## src/rtl/logic_basic_queue_level.sv

```systemverilog
// Stream queue: AXI4-Stream rx -> tx buffer with fill level, almost-full/almost-empty flags,
// synchronous flush and optional store-and-forward packet gating keyed on tlast.
module logic_basic_queue_level #(
    parameter int WIDTH        = 1,
    parameter int CAPACITY     = 256,
    parameter int ALMOST_FULL  = CAPACITY - 2,
    parameter int ALMOST_EMPTY = 2,
    parameter int PACKET_MODE  = 0
) (
    input  logic                              aclk,
    input  logic                              reset,
    input  logic                              flush,
    input  logic                              rx_tvalid,
    input  logic                              rx_tlast,
    input  logic [WIDTH-1:0]                  rx_tdata,
    output logic                              rx_tready,
    input  logic                              tx_tready,
    output logic                              tx_tvalid,
    output logic                              tx_tlast,
    output logic [WIDTH-1:0]                  tx_tdata,
    output logic [$clog2(CAPACITY+1)-1:0]     level,
    output logic                              almost_full,
    output logic                              almost_empty
);

    localparam int LW = $clog2(CAPACITY + 1);
    localparam int PW = $clog2(CAPACITY);
    localparam logic [PW-1:0] PTR_LAST = PW'(CAPACITY - 1);
    localparam logic [LW-1:0] LVL_ZERO = {LW{1'b0}};
    localparam logic [LW-1:0] LVL_FULL = LW'(CAPACITY);
    localparam logic [LW-1:0] LVL_AF   = LW'(ALMOST_FULL);
    localparam logic [LW-1:0] LVL_AE   = LW'(ALMOST_EMPTY);

    if (CAPACITY < 4 || ALMOST_FULL < 1 || ALMOST_FULL > CAPACITY ||
        ALMOST_EMPTY < 0 || ALMOST_EMPTY > CAPACITY - 1) begin : g_param_check
        $error("logic_basic_queue_level: illegal parameter combination");
    end

    // Pointer advance with explicit wrap so non-power-of-2 capacities work.
    function automatic logic [PW-1:0] ptr_inc(input logic [PW-1:0] p);
        return (p == PTR_LAST) ? {PW{1'b0}} : p + PW'(1);
    endfunction

    logic [WIDTH:0]   mem_r [CAPACITY];
    logic [PW-1:0]    wr_ptr_r, rd_ptr_r, wr_ptr_s, rd_ptr_s;
    logic [LW-1:0]    level_r, level_s, packets_r, packets_s;
    logic             ready_r, valid_r, valid_s, last_r, release_r, release_s;
    logic             af_r, ae_r, wr_s, rd_s;
    logic [WIDTH-1:0] data_r;
    logic [WIDTH:0]   head_s;

    // flush must refuse the concurrent beat, so it gates the registered ready directly.
    assign rx_tready    = ready_r & ~flush;
    assign wr_s         = rx_tvalid & rx_tready;
    assign rd_s         = valid_r & tx_tready;
    assign tx_tvalid    = valid_r;
    assign tx_tlast     = last_r;
    assign tx_tdata     = data_r;
    assign level        = level_r;
    assign almost_full  = af_r;
    assign almost_empty = ae_r;

    // Next-state for pointers, counters, packet release and the head-of-queue output stage.
    always_comb begin
        wr_ptr_s  = wr_s ? ptr_inc(wr_ptr_r) : wr_ptr_r;
        rd_ptr_s  = rd_s ? ptr_inc(rd_ptr_r) : rd_ptr_r;
        level_s   = level_r + LW'(wr_s) - LW'(rd_s);
        packets_s = packets_r + LW'(wr_s & rx_tlast) - LW'(rd_s & last_r);
        // A full queue holding no tlast can never complete its packet: release it.
        release_s = ((level_s == LVL_FULL) && (packets_s == LVL_ZERO)) ? 1'b1 :
                    (rd_s && last_r) ? 1'b0 : release_r;
        head_s    = {(WIDTH+1){1'b0}};
        if (level_s == LVL_ZERO) begin
            head_s = {(WIDTH+1){1'b0}};
        end else if (wr_s && (wr_ptr_r == rd_ptr_s)) begin
            head_s = {rx_tlast, rx_tdata};
        end else begin
            head_s = mem_r[rd_ptr_s];
        end
        if (PACKET_MODE != 0) begin
            valid_s = (level_s != LVL_ZERO) &&
                      ((packets_s != LVL_ZERO) || (level_s == LVL_FULL) || release_s);
        end else begin
            valid_s = (level_s != LVL_ZERO);
        end
    end

    // Storage write port; contents are meaningless once pointers are cleared.
    always_ff @(posedge aclk) begin
        if (wr_s) begin
            mem_r[wr_ptr_r] <= {rx_tlast, rx_tdata};
        end
    end

    // State and registered outputs; reset overrides flush, flush overrides traffic.
    always_ff @(posedge aclk) begin
        if (reset || flush) begin
            wr_ptr_r  <= {PW{1'b0}};
            rd_ptr_r  <= {PW{1'b0}};
            level_r   <= LVL_ZERO;
            packets_r <= LVL_ZERO;
            release_r <= 1'b0;
            ready_r   <= ~reset;
            valid_r   <= 1'b0;
            last_r    <= 1'b0;
            data_r    <= {WIDTH{1'b0}};
            af_r      <= 1'b0;
            ae_r      <= 1'b1;
        end else begin
            wr_ptr_r  <= wr_ptr_s;
            rd_ptr_r  <= rd_ptr_s;
            level_r   <= level_s;
            packets_r <= packets_s;
            release_r <= release_s;
            ready_r   <= (level_s != LVL_FULL);
            valid_r   <= valid_s;
            last_r    <= head_s[WIDTH];
            data_r    <= head_s[WIDTH-1:0];
            af_r      <= (level_s >= LVL_AF);
            ae_r      <= (level_s <= LVL_AE);
        end
    end

endmodule

```

## config.mk

```make
export PLATFORM = sky130hd
export DESIGN_NAME = logic_basic_queue_level
export DESIGN_NICKNAME = d
export VERILOG_FILES = /design/src/rtl/logic_basic_queue_level.sv
export SDC_FILE = /design/constraint.sdc
export NUM_CORES = 1
export LEC_CHECK = 0
export CAP_MARGIN = 20
export CORE_ASPECT_RATIO = 1.1
export CORE_MARGIN = 2
export CORE_UTILIZATION = 57
export DETAILED_ROUTE_END_ITERATION = 12
export PLACE_DENSITY_LB_ADDON = 0.2
export SYNTH_ARGS = -nofsm -noshare
export SYNTH_HDL_FRONTEND = slang
export SYNTH_SLANG_ARGS = --single-unit
```

## constraint.sdc

```tcl
create_clock -name aclk -period 3.55 [get_ports aclk]
set_input_delay 0.71 -clock aclk [delete_from_list [all_inputs] [get_ports aclk]]
set_output_delay 0.71 -clock aclk [all_outputs]
set_load 0.02 [all_outputs]
```

==> summary.md, run 1 <==
| Metric | Value |
|---|---|
| Result of the run | complete, no violations |
| Worst max-slew margin expressed relative to the limit | 0.395 |
| Post-CTS Hold Fix Bufs | 0 |
| Max-Cap Viols | 0 |
| Starting density of the core | 0.573 |
| Post-route cell area | between 20000 and 30000 µm² |
| Class of the worst hold path | flop to flop |
| Switching share of power | 0.218 |
| End of the worst register-to-register path | tx_tdata |
| Cell row count | a little under 80 |
| Reg-to-reg critical path startpoint | rd_ptr_r[0] |
| Async S/R FF share, synth | 0 |
| Largest cells by area after synthesis | sky130_fd_sc_hd__edfxtp_1 65%, sky130_fd_sc_hd__nand2_1 5.7%, sky130_fd_sc_hd__nor2_1 4.6%, sky130_fd_sc_hd__mux2i_1 3.3%, sky130_fd_sc_hd__dfxtp_1 2.6% |
| Worst Min Path Start | wr_ptr_r[1] |
| Nets | between 2000 and 2500 |
| Required time reported for the critical path endpoint | 4050 ps |
| Peak clock frequency supported by timing | slightly below 300 MHz |
| Classification of the worst setup path | flop to flop |
| Die height | between 200 and 250 µm |
| Minimum period implied by the final worst setup slack | between 3000 and 4000 ps |
| Number of antenna repair diodes | 0 |
| Worst setup slack after placement | -611 ps |
| TritonCTS sink count | about 540 |
| Part of the total power dissipated in the clock network | 0.413 |
| Post-detailed-routing wire length | 63.4 mm |
| Total number of vias | 16458 |
| Vias in the first global route | around 16000 |
| Critical Path Sink Type | flop |
| First-pass GRT wire length | 95.6 mm |
| Power, Total | 14.1 mW |
| Global route total overflow | 0 |
| Share of cells above drive strength 1 | 0.150 |
| TNS Setup | 0 ps |
| Warnings, synthesis | 0 |
| Layout-stage area growth over the synthesis result | 16.8% |
| Max Buffers Root-to-Sink | 3 |
| Ratio of routed vias to standard cells | 6.20 |
| Port Buffer Count | 21 |
| Synthesized instance count | about 1900 |
| Cell with the most instances after synthesis | sky130_fd_sc_hd__edfxtp_1 |
| Max H-tree Level | 2 |
| Fraction of power consumed by sequential logic | 0.500 |
| Count of unique library cells instantiated by Yosys | 63 |
| Arrival time of the worst setup path | ~3900 ps |
| EDFF count, synth | 512 |
| Final Max Slew Viols | 0 |
| Reg2reg path depth | 14 |
| Routed wire length per instance | 23.9 µm |
| X dimension of the die | 198 µm |
| Sequential area share after synthesis | 0.681 |
| Initial DRC count | 2195 |
| Netlist area before placement | around 23000 µm² |
| Capture endpoint of the worst hold path | wr_ptr_r[1] |
| Core area | around 41000 µm² |
| Setup clock skew after layout | between 15 and 20 ps |
| Largest driver fanout on the critical path | 30 |
| Hold Vio Cnt, Final | 0 |
| Worst supply voltage drop on vdd | slightly below 400 µV |
| Worst R2R Setup Slack | around 150 ps |
| Dominant cell type by area after synthesis | sky130_fd_sc_hd__edfxtp_1 |
| Clock buffer count from CTS | between 50 and 60 |
| GRT Total Usage | 0.301 |
| Combinational fraction of design power | 0.087 |
| Fillers | 3003 |
| Synth top area share | 0.654 |
| Detail Route Antenna Nets | 0 |
| Detailed placement HPWL | 40.5 mm |
| Number of DRC violations after detailed routing | 0 |
| Final count of negative-setup-slack endpoints | 0 |
| Post-route fraction of the period consumed by the critical path | 0.959 |
| Power per standard cell area | between 500 and 600 nW/µm² |
| Startpoint Class | flop |
| Cell chosen for the clock root | sky130_fd_sc_hd__clkbuf_16 |
| Transition time at the pin with the least slew margin | between 900 and 1000 ps |
| Worst hold margin | approximately 540 ps |
| Area of the die | between 40000 and 50000 µm² |
| Largest net degree at the start of global routing | between 100 and 150 |
| Synth Flop Type | sky130_fd_sc_hd__edfxtp_1 |
| Placement Cell Area | about 26000 µm² |
| Clock latency of the later-clocked register in the worst-skew pair | 600 ps |
| Detailed-routing iteration count for the pre-antenna-repair pass | 7 |
| Cell leakage power | slightly below 10 nW |
| Synth Register Bits | between 500 and 600 |
| Clock-pin slew on the worst setup and hold paths | 60 ps |
| Top-level I/O count | 22 |
| Synthesized netlist net count | between 1500 and 2000 |
| Average footprint of a synthesized cell | approximately 12 µm² |
| Number of instances on the worst hold path | 2 |
| TritonCTS clock tree | done |
| Final worst setup slack | between 100 and 150 ps |
| Initial antenna violation count | 0 |
| Gp weighted congestion | roughly 0.9 |
| Internal portion of total power | between 10 and 15 mW |
| Most frequent cells after synthesis | 512 x sky130_fd_sc_hd__edfxtp_1, 356 x sky130_fd_sc_hd__nand2_1, 289 x sky130_fd_sc_hd__nor2_1 |
| NetSw | roughly 3.1 mW |
==> critical path, stage by stage (launching register included) <==
cell                       delay [ps]
sky130_fd_sc_hd__dfxtp_1          410
sky130_fd_sc_hd__ha_1             260
sky130_fd_sc_hd__and4b_1          280
sky130_fd_sc_hd__a22o_4           270
sky130_fd_sc_hd__buf_12           220
sky130_fd_sc_hd__buf_12           230
sky130_fd_sc_hd__mux2i_1          110
sky130_fd_sc_hd__o221ai_1         260
sky130_fd_sc_hd__a21oi_1           70
sky130_fd_sc_hd__nor4_1           490
sky130_fd_sc_hd__buf_4            210
sky130_fd_sc_hd__nor2_1            50
sky130_fd_sc_hd__nand3_1           90
sky130_fd_sc_hd__o22ai_1           90
sky130_fd_sc_hd__a311oi_1         240
==> what timing repair did <==
item                       in CTS  in global routing
buffers inserted                0                  1
setup endpoints to repair       1                  6
resized for setup               1                  9
pin swaps                       1                  4
==> logic make-up after synthesis <==
| kind of cell | share of synthesized area |
|---|---|
| AO/OA/AOI/OAI | 0.0690 |
| XOR/XNOR | 0.0104 |
| adder cells (fa/ha/maj) | 0.00831 |
| buffers and inverters | 0.0330 |
| flip-flops | 0.681 |
| multiplexers | 0.0427 |
| AND/OR/NAND/NOR | 0.156 |
==> through the flow <==
stage               utilization  cells
floorplan                     -   1947
global placement          0.625   2555
detailed placement        0.625   2555
CTS                       0.668   2655
global route              0.669   2656
finish                    0.669   2656
==> sequential cells by signal, summed over array words and instances (netlist names) <==
| register | flops |
|---|---|
| level | 9 |
| ready_r | 1 |
| wr_ptr_r | 8 |
| rd_ptr_r | 8 |
| almost_full | 1 |
| mem_r | 512 |
| tx_tlast | 1 |
| tx_tvalid | 1 |
| tx_tdata | 1 |
| almost_empty | 1 |
==> metal layers <==
layer	track usage	up-vias	routed length (µm)
met5	0	-	0
met4	0.114	0	2450
met3	0.0621	149	6150
met2	0.489	828	30600
met1	0.403	8105	24300
li1	-	7376	-
==> layout by cell type (no fill, tap or decap), types with 4 or more instances in the layout <==
| cell type | n |
|---|---|
| sky130_fd_sc_hd__a31oi_1 | 10 |
| sky130_fd_sc_hd__o22ai_1 | 6 |
| sky130_fd_sc_hd__ha_1 | 14 |
| sky130_fd_sc_hd__xor2_1 | 10 |
| sky130_fd_sc_hd__mux4_2 | 8 |
| sky130_fd_sc_hd__buf_4 | 179 |
| sky130_fd_sc_hd__dfxtp_1 | 31 |
| sky130_fd_sc_hd__and3_1 | 16 |
| sky130_fd_sc_hd__edfxtp_1 | 512 |
| sky130_fd_sc_hd__nor2_1 | 289 |
| sky130_fd_sc_hd__o221ai_1 | 30 |
| sky130_fd_sc_hd__a21oi_2 | 4 |
| sky130_fd_sc_hd__or2_2 | 5 |
| sky130_fd_sc_hd__a21oi_1 | 116 |
| sky130_fd_sc_hd__mux2i_1 | 77 |
| sky130_fd_sc_hd__a2111oi_0 | 9 |
| sky130_fd_sc_hd__bufinv_16 | 8 |
| sky130_fd_sc_hd__nor3_1 | 22 |
| sky130_fd_sc_hd__xnor2_1 | 16 |
| sky130_fd_sc_hd__a21o_1 | 4 |
| sky130_fd_sc_hd__nand3_1 | 122 |
| sky130_fd_sc_hd__nand4_1 | 9 |
| sky130_fd_sc_hd__clkbuf_16 | 55 |
| sky130_fd_sc_hd__clkdlybuf4s50_1 | 18 |
| sky130_fd_sc_hd__nor2b_1 | 6 |
| sky130_fd_sc_hd__nor4_1 | 24 |
| sky130_fd_sc_hd__inv_1 | 17 |
| sky130_fd_sc_hd__buf_12 | 26 |
| sky130_fd_sc_hd__o21ai_0 | 17 |
| sky130_fd_sc_hd__clkbuf_1 | 11 |
| sky130_fd_sc_hd__a311oi_1 | 13 |
| sky130_fd_sc_hd__clkinv_2 | 8 |
| sky130_fd_sc_hd__clkinv_1 | 14 |
| sky130_fd_sc_hd__and2_1 | 4 |
| sky130_fd_sc_hd__nand2_1 | 356 |
| sky130_fd_sc_hd__a22oi_1 | 9 |
| sky130_fd_sc_hd__or3_1 | 5 |
==> layout make-up <==
type                       count  area [µm²]  area share
sequential                   543       16000       0.583
multi-input combinational   1248        6830       0.249
timing repair buffer         227        2090      0.0762
clock buffer                  68        1450      0.0527
tap                          520         651      0.0237
clock inverter                32         354      0.0129
inverter                      18        68.8     0.00251
==> how the worst max path moves through the flow <==
stage,startpoint,depth (start not counted),slack [ps],endpoint
after global routing,rx_tvalid,17,-8,tx_tlast
after CTS,flush,18,20,tx_tlast
final,rd_ptr_r[0],14,150,tx_tdata
after detailed placement,flush,18,-610,tx_tlast
after global placement,flush,19,-560,tx_tlast
after floorplan,flush,17,30,tx_tlast
==> power groups by stage <==
stage	clock (mW)	combinational, mW	sequential [mW]
floorplan	0	0.599	7.23
global placement	0	1.15	7.19
detailed placement	0	1.17	7.19
CTS	5.87	1.18	7.06
global route	6.12	1.33	7.06
finish	5.82	1.23	7.05
No activity file was read; power rests on OpenSTA's default activity.
==> inputs of run 2 (changes only) <==
--- a/config.mk
+++ b/config.mk
@@ -7,7 +7,6 @@
 export LEC_CHECK = 0
 export CAP_MARGIN = 20
 export CORE_ASPECT_RATIO = 1.1
-export CORE_MARGIN = 2
 export CORE_UTILIZATION = 57
 export DETAILED_ROUTE_END_ITERATION = 12
 export PLACE_DENSITY_LB_ADDON = 0.2
==> run 2 against run 1 <==
  * Register-to-register slack got worse by 20 ps
  * Sequential power barely moved
  * Non-clock buffer count fell by 6
  * Cell area fell by 0.81%
  * Flip-flop and latch count did not move
  * Clock skew rose by 0.60 ps
  * Total power fell by 3.1%
  * Hold slack improved by 6.9 ps
  * Clock power fell by 6.9%
  * Maximum frequency fell by 0.70%
  * Wire length rose by 1.9%
==> summary.md, run 2 (same netlist as run 1, synthesis figures left out) <==
| Metric | Value |
|---|---|
| Result of the run | complete, no violations |
| TritonCTS clock tree | done |
| Transition time at the pin with the least slew margin | 835 ps |
| Final Max Slew Viols | 0 |
| Vias in the first global route | approximately 16000 |
| Die height | around 210 µm |
| Clock-pin slew on the worst setup and hold paths | 60 ps |
| Peak clock frequency supported by timing | around 290 MHz |
| Post-route cell area | around 27000 µm² |
| NetSw | 3.05 mW |
| Largest driver fanout on the critical path | 13 |
| Final core utilization | 0.674 |
| Cell chosen for the clock root | sky130_fd_sc_hd__clkbuf_16 |
| Initial DRC count | around 1800 |
| Max-Cap Viols | 0 |
| Placed Cells incl. Taps | around 2500 |
| Most prevalent standard cell on the critical path | sky130_fd_sc_hd__buf_4 |
| Placement Cell Area | between 20000 and 30000 µm² |
| Worst max-slew margin expressed relative to the limit | 0.442 |
| Worst setup path startpoint | rd_ptr_r[0] |
| Max stage delay cell, worst path | sky130_fd_sc_hd__a2111oi_1 |
| Max Buffers Root-to-Sink | 3 |
| Final count of negative-setup-slack endpoints | 0 |
| Layout-stage area growth over the synthesis result | 15.8% |
| Total number of vias | 16470 |
| Top-level I/O count | 22 |
| Worst R2R Setup Slack | around 120 ps |
| Starting density of the core | 0.582 |
| Capture endpoint of the worst hold path | wr_ptr_r[1] |
| Gp weighted congestion | 0.896 |
| Minimum period implied by the final worst setup slack | roughly 3400 ps |
| Ratio of routed vias to standard cells | between 6 and 7 |
| Detailed-routing iteration count for the pre-antenna-repair pass | 5 |
| Startpoint Class | flop |
| Commonest non-fill, non-tap cell in the layout | sky130_fd_sc_hd__edfxtp_1 |
| Detail Route Antenna Nets | 0 |
| Critical Path Sink Type | flop |
| End of the worst register-to-register path | tx_tlast |
| Clock latency of the later-clocked register in the worst-skew pair | ~610 ps |
| Initial antenna violation count | 2 |
| Number of instances on the worst hold path | 2 |
| Reg-to-reg critical path startpoint | rd_ptr_r[0] |
| Core area | around 40000 µm² |
| Ordered list of cells on the worst path | ha_1 -> and4b_1 -> a22o_4 -> buf_4 -> mux4_2 -> a2111oi_1 -> buf_4 -> o311ai_1 -> nor2_1 -> o311a_1 -> a311oi_1 |
| Worst Min Path Start | wr_ptr_r[1] |
| Fraction of power consumed by sequential logic | 0.516 |
| Arrival time of the worst setup path | about 3900 ps |
| Setup clock skew after layout | approximately 20 ps |
| Routed wire length per instance | around 25 µm |
| Detailed placement HPWL | 40.4 mm |
| X dimension of the die | 196 µm |
| Nets | 2108 |
| Switching share of power | 0.223 |
| Combinational fraction of design power | 0.088 |
| Max H-tree Level | 2 |
| Number of antenna repair diodes | 0 |
| Post-detailed-routing wire length | about 65 mm |
| Largest net degree at the start of global routing | slightly below 100 |
| RSZ-0062 raised after global routing | no |
| Flip-flop count of the largest register after layout | 512 |
| TritonCTS sink count | about 540 |
| Post-route non-filler standard cell count | 2637 |
| Hold Vio Cnt, Final | 0 |
| Number of DRC violations after detailed routing | 0 |
| Power per standard cell area | about 500 nW/µm² |
| Worst supply voltage drop on vdd | 407 µV |
| Post-route fraction of the period consumed by the critical path | 0.965 |
| Power, Total | between 10 and 15 mW |
| Clock buffer count from CTS | 53 |
| Part of the total power dissipated in the clock network | 0.396 |
| Post-CTS Hold Fix Bufs | 0 |
| Fillers | a little under 3000 |
| Internal portion of total power | between 10 and 15 mW |
| GRT Total Usage | 0.310 |
| Slowest cell delay on critical path | approximately 550 ps |
| Classification of the worst setup path | flop to flop |
| Area of the die | between 40000 and 50000 µm² |
| Most used cells in the layout excluding fill and tap cells | 512 x sky130_fd_sc_hd__edfxtp_1, 356 x sky130_fd_sc_hd__nand2_1, 289 x sky130_fd_sc_hd__nor2_1 |
| Port Buffer Count | 21 |
| Required time reported for the critical path endpoint | ~4000 ps |
| Global route total overflow | 0 |
| Class of the worst hold path | flop to flop |
| Register containing the most flip-flops in the final layout | mem_r |
| Cell row count | 77 |
| First-pass GRT wire length | roughly 97 mm |
| Cell leakage power | 9.62 nW |
| Share of cells above drive strength 1 | 0.146 |
| Reg2reg path depth | 11 |
| Worst hold margin | approximately 540 ps |
[run 2: cell count changes in the layout (fill, tap and decap cells not counted), sizes merged]
cell / previous run / this run
clkinv: 24 / 17
inv: 18 / 17
buf: 208 / 202
a31oi: 12 / 13
clkbuf: 68 / 72
clkinvlp: 0 / 1
bufinv: 8 / 4
[run 2: per-stage QoR]
step / worst slack (ps) / TNS (ps)
after floorplan: 29.5 / 0
final: 123 / 0
after global routing: 3.60 / 0
after CTS: 24.1 / 0
after global placement: -559 / -3190
after detailed placement: -672 / -4050
[run 2: worst max path at each step]
stage | end | slack [ps] | cells after the start
floorplan | tx_tlast | 30 | 17
global placement | tx_tlast | -560 | 18
detailed placement | tx_tlast | -670 | 18
CTS | tx_tlast | 20 | 18
global route | tx_tlast | 4 | 12
finish | tx_tlast | 120 | 11
[run 2: repair_timing]
action,4_1_cts,5_1_grt
setup buffers,0,2
resized for setup,2,14
gates cloned,0,1
pin swaps,0,4
endpoints found under the setup margin,2,6
[run 2: power groups by stage]
stage / registers (mW) / logic [mW] / clock network [mW]
CTS: 7.06 / 1.17 / 5.45
finish: 7.06 / 1.20 / 5.42
detailed placement: 7.19 / 1.16 / 0
floorplan: 7.23 / 0.599 / 0
global route: 7.06 / 1.29 / 5.70
global placement: 7.19 / 1.14 / 0
[run 2: final cells by class]
type                            instances  area (µm²)  area share
Clock buffer                           72        1420      0.0521
Sequential cell                       543       16000       0.588
Tap cell                              513         642      0.0236
Inverter                               18        68.8     0.00253
Timing Repair Buffer                  221        2010      0.0738
Multi-Input combinational cell       1249        6870       0.252
Clock inverter                         21         215     0.00791
[run 2: critical path: cells and delay by family, from the launching register on]
| kind | cells | cell delay (ps) |
|---|---|---|
| buffers and inverters | 2 | 440 |
| flip-flops | 1 | 420 |
| AO/OA/AOI/OAI | 5 | 1210 |
| AND/OR/NAND/NOR | 2 | 480 |
| multiplexers | 1 | 510 |
| adder cells (fa/ha/maj) | 1 | 250 |
[run 2: per-layer routing]
metal,track usage,part of all wire,vias to the layer above,wire [µm]
met3,0.0549,0.096,225,6180
met2,0.493,0.47,825,30600
met5,0,0.00039,-,25
li1,-,-,7372,-
met1,0.411,0.38,8044,24400
met4,0.164,0.053,4,3440
==> inputs of run 3 (changes only) <==
--- a/config.mk
+++ b/config.mk
@@ -5,7 +5,6 @@
 export SDC_FILE = /design/constraint.sdc
 export NUM_CORES = 1
 export LEC_CHECK = 0
-export CAP_MARGIN = 20
 export CORE_ASPECT_RATIO = 1.1
 export CORE_UTILIZATION = 57
 export DETAILED_ROUTE_END_ITERATION = 12
==> results of run 3 <==
No change in the layout: final DEF, timing and power equal those of run 2.
